--- src/rtl/cube_line_sequencer.sv ---
// Frame sequencer for the cube wireframe: walks a small segment table once per
// frame and feeds each segment to the Bresenham engine, with a per-segment watchdog.
module cube_line_sequencer #(
    parameter int NSEG    = 16,
    parameter int TIMEOUT = 2000000
) (
    input  logic                    clk,
    input  logic                    reset,
    input  logic                    wr_en,
    input  logic [$clog2(NSEG)-1:0] wr_addr,
    input  logic [10:0]             wr_x0,
    input  logic [9:0]              wr_y0,
    input  logic [10:0]             wr_x1,
    input  logic [9:0]              wr_y1,
    input  logic [$clog2(NSEG):0]   num_seg,
    input  logic                    frame_start,
    input  logic                    eng_done,
    output logic                    eng_start,
    output logic [10:0]             eng_x0,
    output logic [9:0]              eng_y0,
    output logic [10:0]             eng_x1,
    output logic [9:0]              eng_y1,
    output logic [$clog2(NSEG)-1:0] seg_idx,
    output logic                    busy,
    output logic                    frame_done,
    output logic                    overrun,
    output logic                    timeout_err
);
    localparam int AW = $clog2(NSEG);
    localparam int CW = AW + 1;
    localparam int WW = $clog2(TIMEOUT);
    localparam logic [CW-1:0] CNT_MAX = CW'(NSEG);
    localparam logic [WW-1:0] WD_LAST = WW'(TIMEOUT - 1);

    typedef struct packed {
        logic [10:0] x0;
        logic [9:0]  y0;
        logic [10:0] x1;
        logic [9:0]  y1;
    } seg_t;

    typedef enum logic [2:0] {
        S_IDLE,
        S_ISSUE,
        S_WAIT,
        S_NEXT,
        S_FINISH
    } state_e;

    seg_t          table_q [NSEG];
    state_e        state_q, state_d;
    logic [CW-1:0] cnt_q, cnt_d;
    logic [AW-1:0] idx_q, idx_d;
    logic [WW-1:0] wd_q, wd_d;
    seg_t          eng_q, eng_d;
    logic          busy_q, busy_d;
    logic          start_q, start_d;
    logic          fdone_q, fdone_d;
    logic          ovr_q, ovr_d;
    logic          tmo_q, tmo_d;

    // NOTE: the table is a plain register array, so it is cleared by reset
    // like every other flop; a RAM macro could not be reset this way.
    always_ff @(posedge clk or negedge reset) begin
        if (!reset) begin
            for (int i = 0; i < NSEG; i++) begin
                table_q[i] <= '0;
            end
        end else if (wr_en) begin
            table_q[wr_addr] <= {wr_x0, wr_y0, wr_x1, wr_y1};
        end
    end

    // NOTE: every signal driven here gets a default first, so no path can
    // leave one unassigned and infer a latch.
    always_comb begin
        state_d = state_q;
        cnt_d   = cnt_q;
        idx_d   = idx_q;
        wd_d    = wd_q;
        eng_d   = eng_q;
        busy_d  = busy_q;
        start_d = 1'b0;
        fdone_d = 1'b0;
        ovr_d   = ovr_q;
        tmo_d   = tmo_q;

        // Any start request outside IDLE (including the FINISH cycle) is dropped.
        if (frame_start && state_q != S_IDLE) begin
            ovr_d = 1'b1;
        end

        case (state_q)
            S_IDLE: begin
                if (frame_start) begin
                    cnt_d   = (num_seg > CNT_MAX) ? CNT_MAX : num_seg;
                    idx_d   = '0;
                    busy_d  = 1'b1;
                    state_d = (num_seg == '0) ? S_FINISH : S_ISSUE;
                end
            end
            S_ISSUE: begin
                eng_d   = table_q[idx_q];
                start_d = 1'b1;
                wd_d    = '0;
                state_d = S_WAIT;
            end
            S_WAIT: begin
                if (eng_done) begin
                    state_d = S_NEXT;
                end else if (wd_q == WD_LAST) begin
                    tmo_d   = 1'b1;
                    state_d = S_NEXT;
                end else begin
                    wd_d = wd_q + WW'(1);
                end
            end
            S_NEXT: begin
                if ({1'b0, idx_q} == cnt_q - CW'(1)) begin
                    state_d = S_FINISH;
                end else begin
                    idx_d   = idx_q + AW'(1);
                    state_d = S_ISSUE;
                end
            end
            S_FINISH: begin
                fdone_d = 1'b1;
                busy_d  = 1'b0;
                state_d = S_IDLE;
            end
            default: state_d = S_IDLE;
        endcase
    end

    always_ff @(posedge clk or negedge reset) begin
        if (!reset) begin
            state_q <= S_IDLE;
            cnt_q   <= '0;
            idx_q   <= '0;
            wd_q    <= '0;
            eng_q   <= '0;
            busy_q  <= 1'b0;
            start_q <= 1'b0;
            fdone_q <= 1'b0;
            ovr_q   <= 1'b0;
            tmo_q   <= 1'b0;
        end else begin
            state_q <= state_d;
            cnt_q   <= cnt_d;
            idx_q   <= idx_d;
            wd_q    <= wd_d;
            eng_q   <= eng_d;
            busy_q  <= busy_d;
            start_q <= start_d;
            fdone_q <= fdone_d;
            ovr_q   <= ovr_d;
            tmo_q   <= tmo_d;
        end
    end

    assign eng_start   = start_q;
    assign eng_x0      = eng_q.x0;
    assign eng_y0      = eng_q.y0;
    assign eng_x1      = eng_q.x1;
    assign eng_y1      = eng_q.y1;
    assign seg_idx     = idx_q;
    assign busy        = busy_q;
    assign frame_done  = fdone_q;
    assign overrun     = ovr_q;
    assign timeout_err = tmo_q;

endmodule
--- config.mk ---
export PLATFORM = sky130hd
export DESIGN_NAME = cube_line_sequencer
export DESIGN_NICKNAME = d
export VERILOG_FILES = /design/src/rtl/cube_line_sequencer.sv
export SDC_FILE = /design/constraint.sdc
export NUM_CORES = 1
export LEC_CHECK = 0
export ABC_CLOCK_PERIOD_IN_PS = 3100
export CORE_MARGIN = 3
export CORE_UTILIZATION = 25
export CTS_CLUSTER_DIAMETER = 30
export CTS_CLUSTER_SIZE = 12
export DETAILED_ROUTE_END_ITERATION = 8
export MAX_ROUTING_LAYER = met4
export PLACE_DENSITY = 0.35
export SYNTH_ARGS = -nofsm -noshare
export SYNTH_HDL_FRONTEND = slang
export SYNTH_SLANG_ARGS = --single-unit
--- constraint.sdc ---
create_clock -name clk -period 3.1 [get_ports clk]
set_clock_uncertainty 0.05 [all_clocks]
set_input_delay 0.775 -clock clk [delete_from_list [all_inputs] [get_ports clk]]
set_output_delay 0.775 -clock clk [all_outputs]
set_load 0.02 [all_outputs]
# == Word-level counts from Yosys, hierarchy flattened ==
# Index checks and enable logic that the tools add are counted.
# totals
regBits,752
in_bits,56
output_inout_bits,51
word_cells,135
# classes
addsub,3
order_cmp,4
eq_ne,11
muxes,23
bitwise_logic,3
reduce_logical,14
# ops
cell,count
672-bit bitwise mux,1
42-bit binary-select mux with 4-bit select,1
42-bit demux with 4-bit select,1
42-bit two-way mux,3
21-bit two-way mux,2
21-bit one-hot mux with 2 select lines,1
21-bit by 1-bit adder with 21-bit output (second input constant),1
21-bit equality test (second input constant),1
3-bit two-way mux,5
3-bit one-hot mux with 4 select lines,1
5-bit greater-or-equal comparator (second input constant),2
4-bit NOT with 5-bit output,2
3-bit AND reduction,3
4-bit two-way mux,2
2-bit inequality test (second input constant),4
4-bit one-hot mux with 2 select lines,1
3-bit by 2-bit equality test with 1-bit output (second input constant),2
2-bit AND reduction,3
2-bit nonzero test,3
4-bit by 5-bit equality test with 1-bit output,1
5-bit > comparator (second input constant),1
5-bit logical NOT,1
5-bit by 1-bit less-than comparator with 1-bit output (second input constant),1
5-bit two-way mux,1
11 further kinds,14

# == Longest topological paths before layout ==
# Gate-level depths: netlist of the first run.
# depth
depth_word,6
ltp_mapped,8
mapped_depth_nobuf,7

# == Worst setup path before layout of the first run ==
# Ideal clock, no wire load.
# synth_path
path_type,input port to flip-flop
from,input port wr_addr[0]
to,register table_q[546] (netlist name)
arrival_ns,1.999
slack_ns,0.927
stages,6
cell_sequence,clkbuf_1 nand2b_1 nand2b_1 clkbuf_1 buf_2 mux2_2
# synth_via
elab_chain_len,6
elab_cells_between_ends,7
# synth_lines
item,line,rtl
"start, declared",10,"input logic [$clog2(NSEG)-1:0] wr_addr,"
4-bit NOT with 5-bit output (implied by the code) (*),70,"table_q[wr_addr] <= {wr_x0, wr_y0, wr_x1, wr_y1};"
5-bit greater-or-equal comparator (implied by the code) or 5-bit by 1-bit less-than comparator with 1-bit output (tied branches),70,
1-bit logical AND (implied by the code),70,
42-bit two-way mux (implied by the code),70,
42-bit demux with 4-bit select (*),70,
672-bit bitwise mux (*),70,
"end signal, assigned by index",70,
"end, declared",50,seg_t table_q [NSEG];
# Every way passes the cells marked *; elsewhere a longest branch is shown, timed or not.
# A chain may end at the register's enable or synchronous reset.

# == Worst setup path in the final report of the first run ==
# layout_path
from,"register idx_q[1], in the netlist seg_idx[1]"
to,output port seg_idx[1]
# layout_lines
item,line,rtl
"start, declared",53,"logic [AW-1:0] idx_q, idx_d;"
"start signal, assigned",150,idx_q <= idx_d;
"end, declared",23,"output logic [$clog2(NSEG)-1:0] seg_idx,"
# No word-level cell between the ends.

==> results.toml, run 1 <==
[layout]
final_util_pct = 34.2
final_net_count = 2495
multi_input_area_sq_um = 14100
seqCellArea_sq_um = 18800
n_fill_cell = 12900
area_growth_pct = 35.6
layout-drive-gt1-share_pct = 51.8

[worst_hold_path]
hold_class = "flip-flop to flip-flop"
hold-path-cell-count = 1
min_from = "timeout_err"

[global_routing]
gr-total-overflow = 0
grtUsageMet2_pct = 23.9
track_usage_pct = 15.2
grt_max_degree = 103
busiest_layer = "met2"
antenna_found_initial = 8
met3_usage_pct = 3.29
grtUsageMet1_pct = 19.5
grt_pass1_vias = 22800
grt_pass1_wl_mm = 153

[setup_path]
worstPathRequired_ns = 2.27
slowest_delay_ns = 0.68
critPathMaxFanout = 12
rr_startpoint = "seg_idx[0]"
cp-end-kind = "output port"
crit_buf_inv = 1
cpMaxStageDelayCell = "clkdlybuf4s50_1"
crit_path_start = "seg_idx[1]"
critical_path.top_delay_family = "buffers and inverters"
cp.depth = 1
startpoint_type = "flip-flop"
critPathArrivalTime_ns = 2.11
r2r_cells = 7
worstPathCellList = "clkdlybuf4s50_1"
crit_type = "flip-flop to output port"

[detailed_routing]
viasPerCell = 4.59
drt_wl_total_mm = 102
vias = 20200
antenna_left = 0
drtIter0Drc = 801
routedWlPerCell_microns = 23.1
drtPass1Iterations = 5
drc = 0

[power_and_ir_drop]
ir_worst_vdd_mv = 0.471
power.leakage_nw = 19.1
p_per_area_nw_per_um2 = 1040

[floorplanning]
die_h_microns = 373
dieArea_sq_um = 139000
fp.dieW_microns = 373
core_sq_um = 134000
initial_core_util_pct = 25.2
num_rows = 134
io_pins = 107

[clock_network]
worstSkewPairLatency_ns = 0.79
clock_sinks = 752
cts_htree_levels = 4
clkTransAtPathRegs_ns = 0.04
numCtsBuffers = 228
tritoncts = "built"
clockRootBuffer = "clkbuf_16"
cts_resized = 0
clock_path_buffers = 3

[synth]
synth_top_flop_cell = "dfrtp_1"
syn_inst = 2183
syn_nets = 2242
synthDistinctLibCells = 54
syn_area_sq_um = 33700
ys_seq_elements = 752
yosys_warnings = 0
avgSynthCellArea_sq_um = 15.5
synth_edf_count = 0
ys_seq_area_share_pct = 55.8
ys_async_sr_fraction_pct = 100

[placement]
post-dp-hpwl_mm = 57.9
placement.io_buffers = 106
routabilityCongestion = 0.699

[sta]
finalSetupViolations = 0
period_minus_slack_ns = 2.94
drv_slew = 0
finalSetupTns_ns = 0
max_freq_mhz = 341
relSlewSlack_pct = 41.7
finalHoldViolations = 0
worst_pin_slew_ns = 0.875
fin_crit_sh_pct = 94.7
rsz0062_at_grt = "no"

[run_status]
status = "completed"

[job]
maxCapViolations = 0
-- Yosys cell counts, types with 2 or more instances --
cell | n | area [sq um]
or4_1 | 2 | 15.0
o31ai_1 | 2 | 15.0
and4_1 | 2 | 17.5
buf_2 | 99 | 495
buf_6 | 2 | 22.5
mux4_2 | 169 | 3810
buf_4 | 2 | 15.0
nand2_1 | 25 | 93.8
nor4bb_1 | 2 | 20.0
and3_1 | 4 | 25.0
nor4_1 | 2 | 12.5
nand3b_1 | 4 | 30.0
mux2i_1 | 86 | 861
mux2_2 | 673 | 7580
a31oi_1 | 2 | 12.5
a41o_1 | 2 | 20.0
nor4_2 | 2 | 25.0
xor2_1 | 3 | 26.3
ha_1 | 3 | 37.5
or3_1 | 5 | 31.3
o311a_1 | 2 | 20.0
dfrtp_1 | 752 | 18800
nor2_1 | 37 | 139
a31o_2 | 2 | 17.5
xnor2_1 | 14 | 123
a21oi_1 | 46 | 230
nand3_1 | 13 | 65.1
inv_1 | 10 | 37.5
clkbuf_1 | 77 | 289
buf_1 | 7 | 26.3
nand2b_1 | 7 | 43.8
a21o_1 | 2 | 15.0
nor3_1 | 49 | 245
o21ai_0 | 54 | 270
-- worst paths after layout --
path	slack [ns]	to
setup / recovery	0.16	seg_idx[1]
hold / removal	0.41	timeout_err
setup reg to reg	0.63	eng_x1[0]
hold reg to reg	0.41	timeout_err
max in group asynchronous	1.46	table_q[223]
min in group asynchronous	0.48	table_q[6]
-- sequential cells by signal (all words and copies together), names as in the netlist --
register,count
frame_done,1
table_q,672
wd_q,21
eng_start,1
eng_y1,10
state_q,3
busy,1
eng_y0,10
overrun,1
timeout_err,1
cnt_q,5
eng_x1,11
eng_x0,11
seg_idx,4
-- where the power goes --
group          leakage (nW)  internal [mW]  total [mW]  switching [mW]
logic                  5.90           5.72        10.6            4.91
clock network          3.95           16.7        23.2            6.55
registers              9.27           12.3        13.7            1.47
total                  19.1           34.6        47.6            12.9
-- cells by family (layout without fill, tap and decap cells) --
logic type	after synthesis	in the layout	synth area share, %
buffers and inverters	198	644	2.64
flip-flops	752	752	55.8
other	0	4	0
AND/OR/NAND/NOR	167	167	2.73
multiplexers	928	928	36.3
adder cells (fa/ha/maj)	3	3	0.111
XOR/XNOR	17	17	0.441
AO/OA/AOI/OAI	118	118	1.98
-- per-stage QoR --
| step | power (mW) | cells | instance area (sq um) | worst slack, ns | hold WS, ns |
|---|---|---|---|---|---|
| detailed placement | 24.7 | 3970 | 37700 | 0.210 | 0.398 |
| finish | 47.6 | 4401 | 45700 | 0.165 | 0.405 |
| global placement | 24.5 | 3970 | 37700 | 0.220 | 0.403 |
| global route | 50.1 | 4399 | 45700 | 0.0380 | 0.418 |
| CTS | 48.5 | 4397 | 45700 | 0.0349 | 0.407 |
| floorplan | 20.7 | 2183 | 33700 | 0.927 | 0.423 |
-- area by class of cell --
type / instances / area share [%]
clock buffer: 345 / 15.1
inverter: 11 / 0.0903
clock inverter: 78 / 2.26
timing repair buffer: 210 / 5.56
multi-input combinational: 1233 / 30.9
tap: 1768 / 4.84
antenna: 4 / 0.0219
sequential: 752 / 41.2
-- layer usage --
metal | vias up | part of all wire, %
met5 | - | 0
met4 | 0 | 2.2
met3 | 187 | 3.4
met2 | 363 | 48
met1 | 11000 | 46
li1 | 8701 | -
-- layout by cell type (no fill, tap or decap), types with 6 or more instances in the layout --
| master | synthesis | routed |
|---|---|---|
| nor2_4 | 0 | 9 |
| nand2_1 | 25 | 22 |
| buf_12 | 0 | 53 |
| o21ai_0 | 54 | 54 |
| nand3_1 | 13 | 13 |
| clkbuf_8 | 0 | 71 |
| buf_4 | 2 | 48 |
| mux4_2 | 169 | 169 |
| dfrtp_1 | 752 | 748 |
| inv_1 | 10 | 10 |
| mux2_2 | 673 | 673 |
| mux2i_1 | 86 | 86 |
| clkbuf_1 | 77 | 43 |
| xnor2_1 | 14 | 14 |
| nand2b_1 | 7 | 6 |
| clkbuf_16 | 0 | 231 |
| clkinv_2 | 0 | 46 |
| bufinv_16 | 0 | 19 |
| clkdlybuf4s50_1 | 0 | 105 |
| a21oi_1 | 46 | 46 |
| nor2_1 | 37 | 28 |
| nor3_1 | 49 | 49 |
-- what timing repair did --
item / CTS / global route
setup endpoints to repair: 3 / 0
hold buffers: 1 / 0
endpoints found under the hold margin: 46 / 0
setup buffers: 3 / 0
Note: power is estimated with default switching activity, not from simulation.
==> run 2, diff against run 1 <==
--- a/config.mk
+++ b/config.mk
@@ -13,6 +13,7 @@
 export DETAILED_ROUTE_END_ITERATION = 8
 export MAX_ROUTING_LAYER = met4
 export PLACE_DENSITY = 0.35
+export SKIP_CTS_REPAIR_TIMING = 1
 export SYNTH_ARGS = -nofsm -noshare
 export SYNTH_HDL_FRONTEND = slang
 export SYNTH_SLANG_ARGS = --single-unit
==> run 2 against run 1 <==
Clock power is essentially flat; critical path depth is the same; combinational power about the same; sequential power is essentially flat; sequential share of layout area about the same; critical endpoint is now seg_idx[2]; highest routed layer unchanged.
==> results.toml, run 2 (synthesis results as in run 1) <==
[detailed_routing]
drtIter0Drc = 882
vias = 20200
viasPerCell = 4.60
drtPass1Iterations = 4
routedWlPerCell_microns = 23.0
drt_wl_total_mm = 101
antenna_left = 0
drc = 0

[floorplanning]
num_rows = 134
core_sq_um = 134000
io_pins = 107
die_h_microns = 373
initial_core_util_pct = 25.2
fp.dieW_microns = 373
dieArea_sq_um = 139000

[sta]
postLayoutSetupSlackWorst_ns = 0.119
whs_ns = 0.406
finalSetupTns_ns = 0
finalHoldViolations = 0
worst_pin_slew_ns = 0.866
fin_crit_sh_pct = 96.1
drv_slew = 0
relSlewSlack_pct = 42.2
period_minus_slack_ns = 2.98
max_freq_mhz = 336
finalSetupViolations = 0
rsz0062_at_grt = "no"

[layout]
top_register = "table_q"
largest_reg_flops = 672
final_common_cell = "dfrtp_1"
layout-drive-gt1-share_pct = 51.8
area_growth_pct = 35.5
seqCellArea_sq_um = 18800
layout_common_cells = "748 x dfrtp_1, 673 x mux2_2, 231 x clkbuf_16, 169 x mux4_2, 105 x clkdlybuf4s50_1"
final_net_count = 2496
n_fill_cell = 12900
reg_top3 = "table_q: 672 flops, wd_q: 21 flops"
multi_input_area_sq_um = 14100
final_util_pct = 34.2

[worst_hold_path]
hold_class = "flip-flop to flip-flop"
min_from = "timeout_err"

[setup_path]
crit_path_start = "seg_idx[2]"
cp.depth = 1
reg2reg_slack_ns = 0.65
worstPathRequired_ns = 2.27
startpoint_type = "flip-flop"
cp-end-kind = "output port"
worstPathCellList = "clkdlybuf4s50_1"
crit_type = "flip-flop to output port"
r2r_cells = 7
crit_buf_inv = 1
slowest_delay_ns = 0.69
critPathArrivalTime_ns = 2.16
crit_end = "seg_idx[2]"
rr_startpoint = "seg_idx[0]"
critical_path.top_delay_family = "buffers and inverters"
reg2reg_to = "eng_x1[0]"
critPathMaxFanout = 22
cpMaxStageDelayCell = "clkdlybuf4s50_1"

[placement]
routabilityCongestion = 0.699
pre_cts_ws_ns = 0.210
placement.io_buffers = 106
post-dp-hpwl_mm = 57.9

[clock_network]
clock_sinks = 752
numCtsBuffers = 228
clockRootBuffer = "clkbuf_16"
cts_htree_levels = 4
worstSkewPairLatency_ns = 0.79
tritoncts = "built"
clock_path_buffers = 3
clkTransAtPathRegs_ns = 0.04

[global_routing]
grt_pass1_wl_mm = 153
grt_pass1_vias = 22800
track_usage_pct = 15.1
grt_max_degree = 103
gr-total-overflow = 0
antenna_found_initial = 8

[run_status]
status = "completed"

[power_and_ir_drop]
power_mw = 47.5
ir_worst_vdd_mv = 0.471
power.leakage_nw = 19.1
p_per_area_nw_per_um2 = 1040

[job]
maxCapViolations = 0
-- run 2: cell count changes in the layout (fill, tap and decap cells not counted), sizes merged --
cell	before	now
buf	104	105
diode	4	5
-- run 2: metrics by stage --
step                      cells  instance area, sq um
after floorplan            2183                 33700
final                      4403                 45700
after detailed placement   3970                 37700
after global placement     3970                 37700
after global routing       4400                 45700
after CTS                  4393                 45700
-- run 2: area by class of cell --
class	instances	area share [%]
Multi-Input combinational cell	1233	30.9
Clock inverter	78	2.26
Timing Repair Buffer	211	5.53
Clock buffer	345	15.1
Inverter	11	0.0903
Antenna cell	5	0.0274
Sequential cell	752	41.2
Tap cell	1768	4.84
-- run 2: worst min-delay path by stage --
| stage | endpoint | slack [ns] | depth (start not counted) |
|---|---|---|---|
| CTS | table_q[6] | -0.16 | 1 |
| finish | timeout_err | 0.41 | 1 |
| global route | timeout_err | 0.42 | 1 |
| global placement | timeout_err | 0.40 | 1 |
| floorplan | cnt_q[1] | 0.42 | 2 |
| detailed placement | timeout_err | 0.40 | 1 |
-- run 2: power by group --
| group | total (mW) | switching (mW) | internal (mW) |
|---|---|---|---|
| combinational | 10.6 | 4.85 | 5.70 |
| sequential | 13.8 | 1.50 | 12.3 |
| clock | 23.2 | 6.55 | 16.7 |
| total | 47.5 | 12.9 | 34.6 |
-- run 2: worst register-to-register path, delay by kind of cell (launching register included) --
family | cells | cell delay, ns
buf+inv | 2 | 0.72
flops | 1 | 0.43
compound gates | 2 | 0.23
mux | 2 | 0.81
simple gates | 1 | 0.07
-- run 2: layer usage --
| layer | GRT usage, % | vias up | wire length (microns) |
|---|---|---|---|
| li1 | - | 8707 | - |
| met1 | 19.5 | 11000 | 46400 |
| met2 | 23.8 | 376 | 48800 |
| met3 | 3.28 | 187 | 3960 |
| met4 | 4.70 | 0 | 2210 |
| met5 | - | - | 0 |
==> run 3, diff against run 2 <==
--- a/config.mk
+++ b/config.mk
@@ -14,6 +14,7 @@
 export MAX_ROUTING_LAYER = met4
 export PLACE_DENSITY = 0.35
 export SKIP_CTS_REPAIR_TIMING = 1
+export SLEW_MARGIN = 25
 export SYNTH_ARGS = -nofsm -noshare
 export SYNTH_HDL_FRONTEND = slang
 export SYNTH_SLANG_ARGS = --single-unit
==> results of run 3 <==
Final layout, timing and power as in run 2 (identical DEF).
